`config.mk`:
```
export PLATFORM = sky130hd
export DESIGN_NAME = ssp_cfg_scheduler_flat
export DESIGN_NICKNAME = d
export VERILOG_FILES = /design/src/rtl/ssp_cfg_scheduler_pkg.sv /design/src/rtl/ssp_cfg_scheduler_if.sv /design/src/rtl/ssp_cfg_scheduler_rr_arbiter.sv /design/src/rtl/ssp_cfg_scheduler.sv /design/src/flat_wrapper.sv
export SDC_FILE = /design/constraint.sdc
export NUM_CORES = 1
export LEC_CHECK = 0
export ABC_AREA = 1
export BUFFER_PORTS_ARGS = -buffer_cell sky130_fd_sc_hd__buf_2
export CORE_ASPECT_RATIO = 0.75
export CORE_MARGIN = 5
export CORE_UTILIZATION = 55
export CTS_BUF_LIST = sky130_fd_sc_hd__clkbuf_16
export DETAILED_ROUTE_END_ITERATION = 16
export PLACE_DENSITY = 0.83
export SLEW_MARGIN = 20
export SYNTH_ARGS = -nofsm -noshare
export SYNTH_HDL_FRONTEND = slang
export SYNTH_SLANG_ARGS = --single-unit
```
`constraint.sdc`:
```
create_clock -name HCLK -period 4.7 [get_ports HCLK]
set_clock_uncertainty 0.2 [all_clocks]
set_input_delay 0.47 -clock HCLK [delete_from_list [all_inputs] [get_ports HCLK]]
set_output_delay 0.47 -clock HCLK [all_outputs]
set_load 0.01 [all_outputs]
```
`src/rtl/ssp_cfg_scheduler_pkg.sv`:
```
// Shared types for the SSP/CRC configuration scheduler: FSM state encoding,
// default field width and the round-robin pointer helper.
package ssp_cfg_scheduler_pkg;

    localparam int SSP_ADDR_WIDTH = 6;

    typedef enum logic [2:0] {
        IDLE,
        REQ,
        WAIT_RDY,
        RUN,
        DONE,
        ERR
    } state_t;

    // Next round-robin start position after the given owner.
    function automatic int rr_next(input int idx, input int n);
        return (idx + 1 >= n) ? 0 : idx + 1;
    endfunction

endpackage

```
`src/rtl/ssp_cfg_scheduler_if.sv`:
```
// Bundle of requester-side and synchroniser/CRC-side signals of the scheduler.
// The master modport is the scheduler's view; slave is the environment's view.
interface ssp_cfg_scheduler_if
    import ssp_cfg_scheduler_pkg::*;
#(
    parameter int NUM_REQ    = 4,
    parameter int ADDR_WIDTH = SSP_ADDR_WIDTH
);
    logic [NUM_REQ-1:0]            req_i;
    logic [NUM_REQ*ADDR_WIDTH-1:0] dadr_i;
    logic [NUM_REQ*ADDR_WIDTH-1:0] cadr_i;
    logic [NUM_REQ-1:0]            dlen_i;
    logic [NUM_REQ-1:0]            dbit_i;
    logic [NUM_REQ-1:0]            grant_o;
    logic [NUM_REQ-1:0]            done_o;
    logic [NUM_REQ-1:0]            err_o;
    logic                          sync_req_o;
    logic [ADDR_WIDTH-1:0]         sync_dadr_o;
    logic [ADDR_WIDTH-1:0]         sync_cadr_o;
    logic                          sync_dlen_o;
    logic                          sync_dbit_o;
    logic                          sync_ack_i;
    logic                          regs_ready_i;
    logic                          crc_busy_i;

    modport master (
        input  req_i, dadr_i, cadr_i, dlen_i, dbit_i,
        input  sync_ack_i, regs_ready_i, crc_busy_i,
        output grant_o, done_o, err_o,
        output sync_req_o, sync_dadr_o, sync_cadr_o, sync_dlen_o, sync_dbit_o
    );

    modport slave (
        output req_i, dadr_i, cadr_i, dlen_i, dbit_i,
        output sync_ack_i, regs_ready_i, crc_busy_i,
        input  grant_o, done_o, err_o,
        input  sync_req_o, sync_dadr_o, sync_cadr_o, sync_dlen_o, sync_dbit_o
    );

endinterface

```
`src/rtl/ssp_cfg_scheduler_rr_arbiter.sv`:
```
// Round-robin arbiter: first asserted request at or after ptr (wrapping),
// returned both one-hot and as an index.
module rr_arbiter #(
    parameter int NUM_REQ = 4,
    parameter int IDX_W   = 2
) (
    input  logic [NUM_REQ-1:0] req,
    input  logic [IDX_W-1:0]   ptr,
    output logic [NUM_REQ-1:0] gnt,
    output logic [IDX_W-1:0]   idx,
    output logic               vld
);

    int               pos;
    logic [IDX_W-1:0] pos_idx;

    // Scan from the farthest offset down so the nearest requester wins last.
    always_comb begin
        gnt     = '0;
        idx     = '0;
        vld     = 1'b0;
        pos     = 0;
        pos_idx = '0;
        for (int i = NUM_REQ - 1; i >= 0; i--) begin
            pos = int'(ptr) + i;
            if (pos >= NUM_REQ) pos = pos - NUM_REQ;
            pos_idx = IDX_W'(pos);
            if (req[pos_idx]) begin
                gnt          = '0;
                gnt[pos_idx] = 1'b1;
                idx          = pos_idx;
                vld          = 1'b1;
            end
        end
    end

endmodule

```
`src/rtl/ssp_cfg_scheduler.sv`:
```
// Round-robin scheduler sharing one SSP/CRC configuration path among NUM_REQ
// requesters: latch winner fields, req/ack into the synchroniser, wait ready and CRC.
module ssp_cfg_scheduler
    import ssp_cfg_scheduler_pkg::*;
#(
    parameter int NUM_REQ    = 4,
    parameter int ADDR_WIDTH = SSP_ADDR_WIDTH,
    parameter int TMO_W      = 8
) (
    input logic                 HCLK,
    input logic                 HRESETn,
    ssp_cfg_scheduler_if.master bus
);

    localparam int IDX_W = (NUM_REQ > 1) ? $clog2(NUM_REQ) : 1;
    // One below all-ones: the counter reaches all-ones on the edge that leaves for ERR.
    localparam logic [TMO_W-1:0] TMO_LAST = {{(TMO_W-1){1'b1}}, 1'b0};

    state_t                state, state_nx;
    logic [IDX_W-1:0]      rr_ptr;
    logic [IDX_W-1:0]      owner;
    logic [NUM_REQ-1:0]    grant_q;
    logic [TMO_W-1:0]      tmo_cnt;
    logic                  busy_seen;
    logic [ADDR_WIDTH-1:0] dadr_q, cadr_q;
    logic                  dlen_q, dbit_q;

    logic [NUM_REQ-1:0]    arb_gnt;
    logic [IDX_W-1:0]      arb_idx;
    logic                  arb_vld;
    logic                  tmo_hit;
    logic                  active;
    logic [NUM_REQ-1:0]    grant_c, done_c, err_c;
    logic                  sreq_c;

    logic [ADDR_WIDTH-1:0] dadr_arr [NUM_REQ];
    logic [ADDR_WIDTH-1:0] cadr_arr [NUM_REQ];

    for (genvar g = 0; g < NUM_REQ; g++) begin : g_unpack
        assign dadr_arr[g] = bus.dadr_i[g*ADDR_WIDTH +: ADDR_WIDTH];
        assign cadr_arr[g] = bus.cadr_i[g*ADDR_WIDTH +: ADDR_WIDTH];
    end

    rr_arbiter #(
        .NUM_REQ (NUM_REQ),
        .IDX_W   (IDX_W)
    ) u_arb (
        .req (bus.req_i),
        .ptr (rr_ptr),
        .gnt (arb_gnt),
        .idx (arb_idx),
        .vld (arb_vld)
    );

    assign tmo_hit = (tmo_cnt == TMO_LAST);
    assign active  = (state == REQ) || (state == WAIT_RDY) || (state == RUN);

    always_comb begin
        state_nx = state;
        grant_c  = '0;
        done_c   = '0;
        err_c    = '0;
        sreq_c   = 1'b0;
        unique case (state)
            IDLE:     if (arb_vld) state_nx = REQ;
            REQ: begin
                sreq_c = 1'b1;
                if (bus.sync_ack_i)  state_nx = WAIT_RDY;
                else if (tmo_hit)    state_nx = ERR;
            end
            WAIT_RDY: begin
                if (bus.regs_ready_i) state_nx = WAIT_RDY == state ? RUN : state;
                else if (tmo_hit)     state_nx = ERR;
            end
            RUN: begin
                if (busy_seen && !bus.crc_busy_i) state_nx = DONE;
                else if (tmo_hit)                 state_nx = ERR;
            end
            DONE: begin
                done_c   = grant_q;
                state_nx = IDLE;
            end
            ERR: begin
                err_c    = grant_q;
                state_nx = IDLE;
            end
            default:  state_nx = IDLE;
        endcase
        if (active) grant_c = grant_q;
    end

    always_ff @(posedge HCLK or negedge HRESETn) begin
        if (!HRESETn) begin
            state     <= IDLE;
            rr_ptr    <= '0;
            owner     <= '0;
            grant_q   <= '0;
            tmo_cnt   <= '0;
            busy_seen <= 1'b0;
            dadr_q    <= '0;
            cadr_q    <= '0;
            dlen_q    <= 1'b0;
            dbit_q    <= 1'b0;
        end else begin
            state <= state_nx;
            if (state_nx != state) tmo_cnt <= '0;
            else if (active)       tmo_cnt <= tmo_cnt + TMO_W'(1);
            // A busy level already present on RUN entry counts as the rising edge.
            if (state != RUN)          busy_seen <= 1'b0;
            else if (bus.crc_busy_i)   busy_seen <= 1'b1;
            if (state == IDLE && arb_vld) begin
                owner   <= arb_idx;
                grant_q <= arb_gnt;
                dadr_q  <= dadr_arr[arb_idx];
                cadr_q  <= cadr_arr[arb_idx];
                dlen_q  <= bus.dlen_i[arb_idx];
                dbit_q  <= bus.dbit_i[arb_idx];
            end
            if (state == DONE || state == ERR)
                rr_ptr <= IDX_W'(rr_next(int'(owner), NUM_REQ));
        end
    end

    assign bus.grant_o     = grant_c;
    assign bus.done_o      = done_c;
    assign bus.err_o       = err_c;
    assign bus.sync_req_o  = sreq_c;
    assign bus.sync_dadr_o = dadr_q;
    assign bus.sync_cadr_o = cadr_q;
    assign bus.sync_dlen_o = dlen_q;
    assign bus.sync_dbit_o = dbit_q;

endmodule

```
`src/flat_wrapper.sv`:
```
// flat-port wrapper written by rule: the top's interface ports become plain ports
module ssp_cfg_scheduler_flat import ssp_cfg_scheduler_pkg::*;
#(
    parameter int NUM_REQ    = 4,
    parameter int ADDR_WIDTH = SSP_ADDR_WIDTH,
    parameter int TMO_W      = 8
)
  (HCLK, HRESETn, bus_req_i, bus_dadr_i, bus_cadr_i, bus_dlen_i, bus_dbit_i, bus_sync_ack_i, bus_regs_ready_i, bus_crc_busy_i, bus_grant_o, bus_done_o, bus_err_o, bus_sync_req_o, bus_sync_dadr_o, bus_sync_cadr_o, bus_sync_dlen_o, bus_sync_dbit_o);
  ssp_cfg_scheduler_if #(.NUM_REQ(NUM_REQ), .ADDR_WIDTH(ADDR_WIDTH)) bus_i ();
  input logic HCLK;
  input logic HRESETn;
  input wire logic [$bits(bus_i.req_i)-1:0] bus_req_i;
  input wire logic [$bits(bus_i.dadr_i)-1:0] bus_dadr_i;
  input wire logic [$bits(bus_i.cadr_i)-1:0] bus_cadr_i;
  input wire logic [$bits(bus_i.dlen_i)-1:0] bus_dlen_i;
  input wire logic [$bits(bus_i.dbit_i)-1:0] bus_dbit_i;
  input wire logic [$bits(bus_i.sync_ack_i)-1:0] bus_sync_ack_i;
  input wire logic [$bits(bus_i.regs_ready_i)-1:0] bus_regs_ready_i;
  input wire logic [$bits(bus_i.crc_busy_i)-1:0] bus_crc_busy_i;
  output wire logic [$bits(bus_i.grant_o)-1:0] bus_grant_o;
  output wire logic [$bits(bus_i.done_o)-1:0] bus_done_o;
  output wire logic [$bits(bus_i.err_o)-1:0] bus_err_o;
  output wire logic [$bits(bus_i.sync_req_o)-1:0] bus_sync_req_o;
  output wire logic [$bits(bus_i.sync_dadr_o)-1:0] bus_sync_dadr_o;
  output wire logic [$bits(bus_i.sync_cadr_o)-1:0] bus_sync_cadr_o;
  output wire logic [$bits(bus_i.sync_dlen_o)-1:0] bus_sync_dlen_o;
  output wire logic [$bits(bus_i.sync_dbit_o)-1:0] bus_sync_dbit_o;
  assign bus_i.req_i = bus_req_i;
  assign bus_i.dadr_i = bus_dadr_i;
  assign bus_i.cadr_i = bus_cadr_i;
  assign bus_i.dlen_i = bus_dlen_i;
  assign bus_i.dbit_i = bus_dbit_i;
  assign bus_i.sync_ack_i = bus_sync_ack_i;
  assign bus_i.regs_ready_i = bus_regs_ready_i;
  assign bus_i.crc_busy_i = bus_crc_busy_i;
  assign bus_grant_o = bus_i.grant_o;
  assign bus_done_o = bus_i.done_o;
  assign bus_err_o = bus_i.err_o;
  assign bus_sync_req_o = bus_i.sync_req_o;
  assign bus_sync_dadr_o = bus_i.sync_dadr_o;
  assign bus_sync_cadr_o = bus_i.sync_cadr_o;
  assign bus_sync_dlen_o = bus_i.sync_dlen_o;
  assign bus_sync_dbit_o = bus_i.sync_dbit_o;
  ssp_cfg_scheduler #(.NUM_REQ(NUM_REQ), .ADDR_WIDTH(ADDR_WIDTH), .TMO_W(TMO_W)) u_core (.HCLK(HCLK), .HRESETn(HRESETn), .bus(bus_i));
endmodule
```
==> impl_metrics.csv, run 1 <==
group,metric,value,unit
setup_path,cp-startpoint,"u_core.rr_ptr[0]$_DFFE_PN0P_",
placement,place_congestion,0.879,
synth,synth_top_cells_by_area,"dfrtp_1 (30%), nand2_1 (16%), nand3_1 (10%)",
synth,synth_ff_type,"dfrtp_1",
synth,ys_warn_count,0,
sta,hold_ws,0.0584,ns
setup_path,path_cells,"inv_4 > ha_1 > inv_1 > nand3_2 > nand2_2 > inv_6 > nand2_8 > nand3_4 > nand2_4 > nand2_1 > nand3_1 > nand2_1 > nand2_1 > nand2_1",
placement,dpl.hpwl,5480,microns
synth,synthArstFlopShare,100,%
synth,netlist.area_leader.share,29.9,%
floorplanning,die_x,93.1,microns
floorplanning,fp.dieArea,0.00674,sq mm
run_status,outcome,"completed",
synth,synth_seq_cells,34,
placement,port_buffers,91,
synth,synthDistinctLibCells,34,
sta,relSlewSlack,49.9,%
drt,drt_wl_total,7120,microns
clock_network,hold_buffers,0,
min_path,hold_path_class,"in2async",
drt,drtPass1Iterations,4,
final_layout,syn2layout_area_growth,19.4,%
floorplanning,std_cell_rows,22,
setup_path,cp_slowest_cell,"dfrtp_1",
synth,synth_edf_count,0,
clock_network,path_clk_slew,0.06,ns
drt,routed_via_density,5.09,
synth,syn_inst,422,
drt,ant_nets,0,
clock_network,clock-sinks,34,
final_layout,drive_gt1_share,27.9,%
floorplanning,start_util,57.5,%
synth,postSynthAreaPerCell,6.75,sq um
synth,synth_most_common_cell,"nand2_1",
sta,fmax,0.331,GHz
clock_network,post_cts_buffers,0,
floorplanning,design.portCount,92,
grt,track_usage,22.3,%
setup_path,cp_max_fo,30,
sta,final-max-slew-violation-count,0,
setup_path,setup.worst_path.end_class,"flip-flop",
setup_path,crit_path_frequent_cell,"nand2_1",
sta,setup_tns,0,ns
synth,synth_area_leader_cell,"dfrtp_1",
sta,timing.final.crit_share,64.3,%
grt,grt_max_degree,35,
setup_path,path_class,"reg2reg",
floorplanning,die_height,72.3,microns
setup_path,arrival,2.99,ns
sta,period_minus_slack,3.02,ns
drt,vias,2881,
clock_network,cts_tree,"built",
grt,grt_pass1_vias,2737,
sta,setup_viol,0,
setup_path,required,4.66,ns
sta,rsz0062_at_grt,"no",
power_and_ir_drop,cellLeakagePower,2.02,nW
power_and_ir_drop,total_power,0.00242,W
power_and_ir_drop,ir_worst_vdd,0.000404,V
drt,drc,0,
clock_network,cts.htree.levels,2,
sta,hold_viol_final,0,
synth,synthTopCellsByCount,"nand2_1 (120), inv_1 (73), nand3_1 (57)",
grt,grt_pass1_wl,12400,microns
drt,drt_iter0_drc,150,
grt,grt_antenna_before_repair,0,
drt,wl_per_cell,12.6,microns
clock_network,cts_buffer_depth,2,
final_layout,fin_nets,581,
sta,worst_pin_slew,0.752,ns
clock_network,ctsResizeCount,0,
power_and_ir_drop,power.density,712,mW/mm^2
setup_path,slowest_delay,0.71,ns
clock_network,insertion_delay,0.28,ns
clock_network,cts-buffers-inserted,5,
synth,seq_area_frac_synth,29.9,%
floorplanning,core-area,0.00495,sq mm
final_layout,diodes,0,
setup_path,cp-start-kind,"flip-flop",
synth,syn_nets,498,
setup_path,r2r-start,"u_core.rr_ptr[0]$_DFFE_PN0P_",
clock_network,ctsRootBufferMaster,"clkbuf_16",
run,max-cap-violations,0,
synth,synth_area,0.00285,sq mm
grt,gr-total-overflow,0,
-- worst paths after layout --
kind / endpoint / cells after the start / slack, ns
max in group asynchronous: u_core.bus.sync_dadr_o[2]$_DFFE_PN0P_ / 1 / 3.76
min in group HCLK: u_core.busy_seen$_DFFE_PN0P_ / 3 / 0.21
setup / recovery: u_core.bus.sync_dadr_o[5]$_DFFE_PN0P_ / 14 / 1.68
hold reg to reg: u_core.bus.sync_dadr_o[4]$_DFFE_PN0P_ / 2 / 0.28
hold / removal: u_core.bus.sync_cadr_o[3]$_DFFE_PN0P_ / 1 / 0.06
setup reg to reg: u_core.bus.sync_dadr_o[5]$_DFFE_PN0P_ / 14 / 1.68
-- critical path: cells and delay by family (launching register included) --
family,cells,cell delay (ns)
adders and majority gates,1,0.34
buffers and inverters,3,0.32
DFF,1,0.71
and+or+nand+nor,10,1.33
-- registers in the layout (all words and copies together) (netlist names) --
| name | cells |
|---|---|
| u_core.tmo_cnt | 8 |
| u_core.bus.sync_cadr_o | 6 |
| u_core.bus.sync_dadr_o | 6 |
| u_core.grant_q | 4 |
| u_core.state | 3 |
| u_core.owner | 2 |
| u_core.rr_ptr | 2 |
| u_core.bus.sync_dbit_o | 1 |
| u_core.bus.sync_dlen_o | 1 |
| u_core.busy_seen | 1 |
-- logic make-up after synthesis --
kind of cell | count (synthesis) | synth area share, %
adder cells (fa/ha/maj) | 11 | 4.83
buffers and inverters | 93 | 14.8
XOR/XNOR | 6 | 1.84
AO/OA/AOI/OAI | 25 | 5.27
AND/OR/NAND/NOR | 253 | 43.4
flip-flops | 34 | 29.9
-- power breakdown --
group          leakage [nW]  internal [W]  switching [W]
clock                0.0672      0.000193       0.000119
sequential            0.429      0.000410       0.000113
combinational          1.53      0.000543        0.00105
-- layer usage --
metal  track usage (%)  up-vias  routed length (microns)
met1              30.7     1274                     3280
met3              5.70       10                      613
met4              4.88        0                       72
met5                 0        -                        0
met2              35.6      125                     3150
li1                  -     1472                        -
-- per-stage QoR --
stage / cells / instance area (sq um) / utilization, % / worst slack, ns
2_1_floorplan: 422 / 2850 / - / 2.42
4_1_cts: 566 / 3400 / 68.7 / 1.66
6_report: 566 / 3400 / 68.7 / 1.68
3_5_place_dp: 558 / 3260 / 65.9 / 1.67
5_1_grt: 566 / 3400 / 68.7 / 1.41
3_3_place_gp: 558 / 3260 / 65.9 / 1.80
-- cell type report --
class                   instances  area, sq um
multi-input cells             295         1580
clock inverters                 3         16.3
clock buffers                   5          125
well taps                      60         75.1
flip-flops and latches         34          851
inverters                      78          305
fillers                       439         1550
repair buffers                 91          455
-- placed cells by master, fill, tap and decap left out, types with 2 or more instances in the layout --
cell type | netlist | final
clkbuf_16 | 0 | 5
inv_2 | 2 | 2
dfrtp_1 | 34 | 34
nand3_1 | 57 | 57
buf_2 | 4 | 91
inv_6 | 2 | 2
o21ai_2 | 2 | 2
a21oi_1 | 3 | 3
nor2_2 | 8 | 8
a31oi_1 | 2 | 2
inv_1 | 73 | 73
xnor2_1 | 2 | 2
nand2_4 | 6 | 6
nand3_2 | 9 | 9
nand2_2 | 7 | 7
xor2_1 | 4 | 4
nor2_1 | 31 | 31
nand2_1 | 120 | 120
nor3_1 | 8 | 8
ha_1 | 11 | 11
o21ai_0 | 7 | 7
o22ai_1 | 9 | 9
Note: power is estimated with default switching activity, not from simulation.
==> run 2, diff against run 1 <==
Settings changed: CORE_UTILIZATION 55 to 52, PLACE_DENSITY 0.83 to 0.79.
Clock period 4.7 ns to 2.92 ns, I/O delays scaled along.
==> run 2 against run 1 <==
Global-route usage shrank 0.47 points. Die area grew 5.0%. Clock power grew 61%. Sequential power grew 54%. Utilization shrank 3.7 points. Critical path depth is the same. Critical path type unchanged. Largest power group unchanged.
==> impl_metrics.csv, run 2 (synthesis results as in run 1) <==
group,metric,value,unit
setup_path,crit_family,"simple AND/OR/NAND/NOR gates",
sta,worst_pin_slew,0.762,ns
setup_path,cp.depth,14,
clock_network,cts-buffers-inserted,5,
floorplanning,core-area,0.00532,sq mm
final_layout,final_common_cell,"nand2_1",
final_layout,fin_nets,585,
setup_path,path_class,"reg2reg",
setup_path,setup.worst_path.end_class,"flip-flop",
floorplanning,fp.dieArea,0.00708,sq mm
final_layout,drive_gt1_share,28.0,%
setup_path,reg2reg_slack,0.32,ns
power_and_ir_drop,ir_worst_vdd,0.000541,V
sta,period_minus_slack,2.60,ns
placement,dp_worst_setup_slack,0.266,ns
sta,setup_tns,0,ns
clock_network,path_clk_slew,0.05,ns
sta,hold_ws,0.0382,ns
grt,track_usage,21.8,%
placement,dpl.hpwl,5500,microns
setup_path,required,2.89,ns
drt,drt_iter0_drc,131,
grt,grt_antenna_before_repair,0,
final_layout,syn2layout_area_growth,21.4,%
setup_path,crit_end,"u_core.bus.sync_dadr_o[2]$_DFFE_PN0P_",
clock_network,cts_tree,"built",
power_and_ir_drop,power.density,1150,mW/mm^2
placement,port_buffers,91,
sta,timing.final.crit_share,89.1,%
run_status,outcome,"completed",
min_path,hold_path_class,"in2reg",
sta,fmax,0.384,GHz
power_and_ir_drop,cellLeakagePower,2.04,nW
clock_network,cts.htree.levels,2,
grt,gr-total-overflow,0,
grt,grt_pass1_vias,2853,
setup_path,ff2ff_path_depth,14,
setup_path,r2r-start,"u_core.rr_ptr[1]$_DFFE_PN0P_",
placement,placed_cells,576,
drt,vias,2868,
clock_network,clock-sinks,34,
sta,final-max-slew-violation-count,0,
floorplanning,design.portCount,92,
setup_path,path_cells,"inv_1 > ha_1 > inv_1 > nand3_2 > nand2_2 > inv_6 > nand2_8 > nand3_4 > nand2_4 > nand2_1 > nand3_1 > nand2_1 > nand2_1 > nand2_1",
setup_path,slowest_delay,0.45,ns
grt,grt_max_degree,35,
drt,ant_nets,0,
floorplanning,start_util,53.5,%
grt,grt_pass1_wl,12300,microns
floorplanning,std_cell_rows,23,
setup_path,cp_max_fo,28,
final_layout,regMostFlops,"u_core.tmo_cnt",
drt,wl_per_cell,12.3,microns
setup_path,cp-startpoint,"u_core.rr_ptr[1]$_DFFE_PN0P_",
setup_path,cp_slowest_cell,"dfrtp_1",
sta,relSlewSlack,49.2,%
clock_network,ctsRootBufferMaster,"clkbuf_16",
sta,rsz0062_at_grt,"no",
drt,drtPass1Iterations,4,
setup_path,r2r-end,"u_core.bus.sync_dadr_o[2]$_DFFE_PN0P_",
clock_network,insertion_delay,0.28,ns
final_layout,fillers,483,
final_layout,final_cell_mix,"nand2_1 (120), buf_2 (91), inv_1 (74)",
drt,routed_via_density,4.90,
floorplanning,die_height,74.1,microns
final_layout,final_cells,585,
run,max-cap-violations,0,
setup_path,arrival,2.57,ns
final_layout,largest_reg_flops,8,
drt,drc,0,
setup_path,crit_path_frequent_cell,"nand2_1",
drt,drt_wl_total,7190,microns
clock_network,cts_buffer_depth,2,
floorplanning,die_x,95.5,microns
sta,setup_viol,0,
setup_path,path_buf_inv,3,
sta,hold_viol_final,0,
setup_path,cp-start-kind,"flip-flop",
sta,timing.final.ws_setup,0.318,ns
final_layout,diodes,0,
placement,place_congestion,0.905,
[run 2: cell count changes in the layout (fill, tap and decap cells not counted)]
cell / previous run / this run
nand2_8: 1 / 2
clkinvlp_4: 1 / 0
inv_1: 73 / 74
buf_4: 0 / 3
nand2_4: 6 / 5
dlygate4sd3_1: 0 / 1
[run 2: per-layer routing]
metal	global-route usage, %	part of all wire, %	vias up
li1	-	-	1483
met1	28.6	47	1268
met2	35.8	44	104
met3	5.16	6.7	13
met4	7.57	2.0	0
met5	0	0	-
[run 2: worst min-delay path by stage]
stage	end	startpoint	depth (start not counted)
2_1_floorplan	u_core.bus.sync_cadr_o[0]$_DFFE_PN0P_	HRESETn	0
3_3_place_gp	u_core.tmo_cnt[6]$_DFFE_PN0P_	HRESETn	1
3_5_place_dp	u_core.tmo_cnt[6]$_DFFE_PN0P_	HRESETn	1
4_1_cts	u_core.busy_seen$_DFFE_PN0P_	bus_crc_busy_i	3
5_1_grt	u_core.busy_seen$_DFFE_PN0P_	bus_crc_busy_i	3
6_report	u_core.busy_seen$_DFFE_PN0P_	bus_crc_busy_i	3
[run 2: final cells by class]
cell class              instances  area, sq um  area share, %
multi-input cells             295         1590           45.8
clock buffers                   5          125           3.62
clock inverters                 3         12.5          0.362
well taps                      75         93.8           2.71
repair buffers                 95          488           14.1
flip-flops and latches         34          851           24.6
inverters                      78          305           8.82
[run 2: worst min-delay path, cell delays in order]
cell,delay (ns)
buf_2,0.09
nand2_1,0.05
nand2_1,0.06
[run 2: power breakdown]
part | leakage (nW) | switching [W] | internal [W]
registers | 0.429 | 0.000144 | 0.000661
clock network | 0.0724 | 0.000196 | 0.000308
logic | 1.54 | 0.00173 | 0.000924
total | 2.04 | 0.00207 | 0.00189
[run 2: repair_timing]
action / in CTS / in global routing
setup buffers: 0 / 0
resized for setup: 0 / 1
setup endpoints to repair: 0 / 3
hold endpoints to repair: 34 / 0
hold buffers: 1 / 0
[run 2: per-stage QoR]
step | power (W) | area, sq um | utilization [%]
2_1_floorplan | 0.00300 | 2850 | -
3_3_place_gp | 0.00337 | 3300 | 62.1
3_5_place_dp | 0.00344 | 3300 | 62.1
4_1_cts | 0.00396 | 3450 | 64.8
5_1_grt | 0.00437 | 3460 | 65.0
6_report | 0.00397 | 3460 | 65.0
==> run 3, diff against run 2 <==
Settings changed: CTS_BUF_LIST sky130_fd_sc_hd__clkbuf_16 to not set.
==> run 3 against run 2 <==
Final cell count did not move. Via count barely moved. Global-route usage decreased by 0.39 points. First-iteration DRC count decreased by 21%. Power shrank 3.7%. Sequential cell count did not move. Final area is 1.3% lower. Setup slack worse by 0.0097 ns. Die area unchanged. Critical endpoint unchanged. Highest routed layer unchanged.
==> impl_metrics.csv, run 3 (synthesis results as in run 1) <==
group,metric,value,unit
clock_network,cts-buffers-inserted,5,
run_status,outcome,"completed",
clock_network,cts.htree.levels,2,
final_layout,regMostFlops,"u_core.tmo_cnt",
sta,period_minus_slack,2.61,ns
clock_network,path_clk_slew,0.07,ns
clock_network,cts_buffer_depth,2,
drt,drtPass1Iterations,5,
drt,drc,0,
drt,drt_iter0_drc,104,
clock_network,clock-sinks,34,
power_and_ir_drop,power.density,1120,mW/mm^2
clock_network,ctsRootBufferMaster,"clkbuf_8",
setup_path,path_class,"reg2reg",
floorplanning,std_cell_rows,23,
final_layout,final_common_cell,"nand2_1",
grt,gr-total-overflow,0,
grt,grtUsageMet3,5.46,%
setup_path,cp-start-kind,"flip-flop",
floorplanning,die_x,95.5,microns
final_layout,largest_reg_flops,8,
setup_path,setup.worst_path.end_class,"flip-flop",
sta,worst_pin_slew,0.774,ns
floorplanning,start_util,53.5,%
drt,vias,2870,
final_layout,syn2layout_area_growth,19.8,%
min_path,hold_path_class,"in2reg",
sta,fmax,0.383,GHz
power_and_ir_drop,ir_worst_vdd,0.000602,V
placement,dpl.hpwl,5500,microns
setup_path,cp_max_fo,28,
final_layout,fillers,491,
drt,drt_wl_total,7130,microns
placement,port_buffers,91,
drt,routed_via_density,4.91,
final_layout,final_util,64.1,%
grt,gr-usage-met2,35.5,%
final_layout,final_cell_mix,"nand2_1 (120), buf_2 (91), inv_1 (73)",
drt,ant_nets,0,
sta,relSlewSlack,48.4,%
floorplanning,die_height,74.1,microns
floorplanning,fp.dieArea,0.00708,sq mm
grt,grt_pass1_wl,12200,microns
final_layout,drive_gt1_share,28.2,%
grt,grt_antenna_before_repair,0,
clock_network,insertion_delay,0.29,ns
grt,grt_util_met1,28.6,%
sta,final-max-slew-violation-count,0,
sta,setup_tns,0,ns
final_layout,seqCellArea,851,sq um
sta,hold_viol_final,0,
final_layout,fin_nets,585,
clock_network,cts_tree,"built",
grt,grt_max_degree,35,
final_layout,diodes,0,
drt,wl_per_cell,12.2,microns
setup_path,required,2.90,ns
sta,rsz0062_at_grt,"no",
grt,grt_pass1_vias,2850,
run,max-cap-violations,0,
grt,grt-busiest-layer,"met2",
power_and_ir_drop,cellLeakagePower,2.02,nW
sta,setup_viol,0,
placement,place_congestion,0.905,
grt,track_usage,21.5,%
clock_network,post_cts_buffers,0,
floorplanning,design.portCount,92,
floorplanning,core-area,0.00532,sq mm
setup_path,arrival,2.59,ns
sta,timing.final.crit_share,89.5,%
final_layout,multi_input_area,0.00159,sq mm
-- run 3: cell count changes in the layout (fill, tap and decap cells not counted), sizes merged --
cell    before  now
clkbuf       5    7
clkinv       2    1
inv         79   78
-- run 3: path summary, 6_finish.rpt --
| check | startpoint | slack, ns | depth (start not counted) | end |
|---|---|---|---|---|
| worst max register to register | u_core.rr_ptr[1]$_DFFE_PN0P_ | 0.31 | 14 | u_core.bus.sync_dadr_o[2]$_DFFE_PN0P_ |
| max in group asynchronous | HRESETn | 1.60 | 2 | u_core.state[1]$_DFF_PN0_ |
| worst min-delay path | bus_crc_busy_i | 0.03 | 3 | u_core.busy_seen$_DFFE_PN0P_ |
| min in group asynchronous | HRESETn | 0.43 | 2 | u_core.bus.sync_cadr_o[4]$_DFFE_PN0P_ |
| worst min register to register | u_core.bus.sync_cadr_o[2]$_DFFE_PN0P_ | 0.28 | 2 | u_core.bus.sync_cadr_o[2]$_DFFE_PN0P_ |
| worst max-delay path | u_core.rr_ptr[1]$_DFFE_PN0P_ | 0.31 | 14 | u_core.bus.sync_dadr_o[2]$_DFFE_PN0P_ |
-- run 3: final cells by class --
cell class	count	area share, %
clock inverters	1	0.147
flip-flops and latches	34	24.9
inverters	78	8.94
clock buffers	7	2.53
multi-input cells	295	46.4
well taps	75	2.75
repair buffers	95	14.3
-- run 3: power breakdown --
part / switching, W / internal, W / total [W]
sequential: 0.000146 / 0.000660 / 0.000805
combinational: 0.00173 / 0.000923 / 0.00265
clock: 0.000174 / 0.000190 / 0.000364
total: 0.00205 / 0.00177 / 0.00382
-- run 3: worst max-delay path, cell delays in order (launching register included) --
cell     delay [ns]
dfrtp_1        0.46
inv_1          0.18
ha_1           0.33
inv_1          0.10
nand3_2        0.10
nand2_2        0.10
inv_6          0.06
nand2_8        0.08
nand3_4        0.21
nand2_4        0.32
nand2_1        0.11
nand3_1        0.09
nand2_1        0.05
nand2_1        0.05
nand2_1        0.06
-- run 3: what timing repair did --
item,4_1_cts,5_1_grt
setup endpoints to repair,0,2
endpoints found under the hold margin,34,0
hold buffers,1,0
gates resized for setup,0,1
-- run 3: through the flow --
step           setup WS (ns)  total power [W]  hold WS, ns  cells  cell area, sq um
5_1_grt              0.00674          0.00423       0.0444    585              3410
2_1_floorplan          0.643          0.00300       -0.204    422              2850
3_3_place_gp           0.369          0.00337        0.210    576              3300
3_5_place_dp           0.266          0.00344        0.214    576              3300
6_report               0.308          0.00382       0.0324    585              3410
4_1_cts                0.255          0.00382       0.0320    585              3410
-- run 3: routing by layer --
layer  wire length (microns)  up-vias
met1                    3300     1266
li1                        -     1479
met4                      72        0
met3                     596       10
met5                       0        -
met2                    3160      115
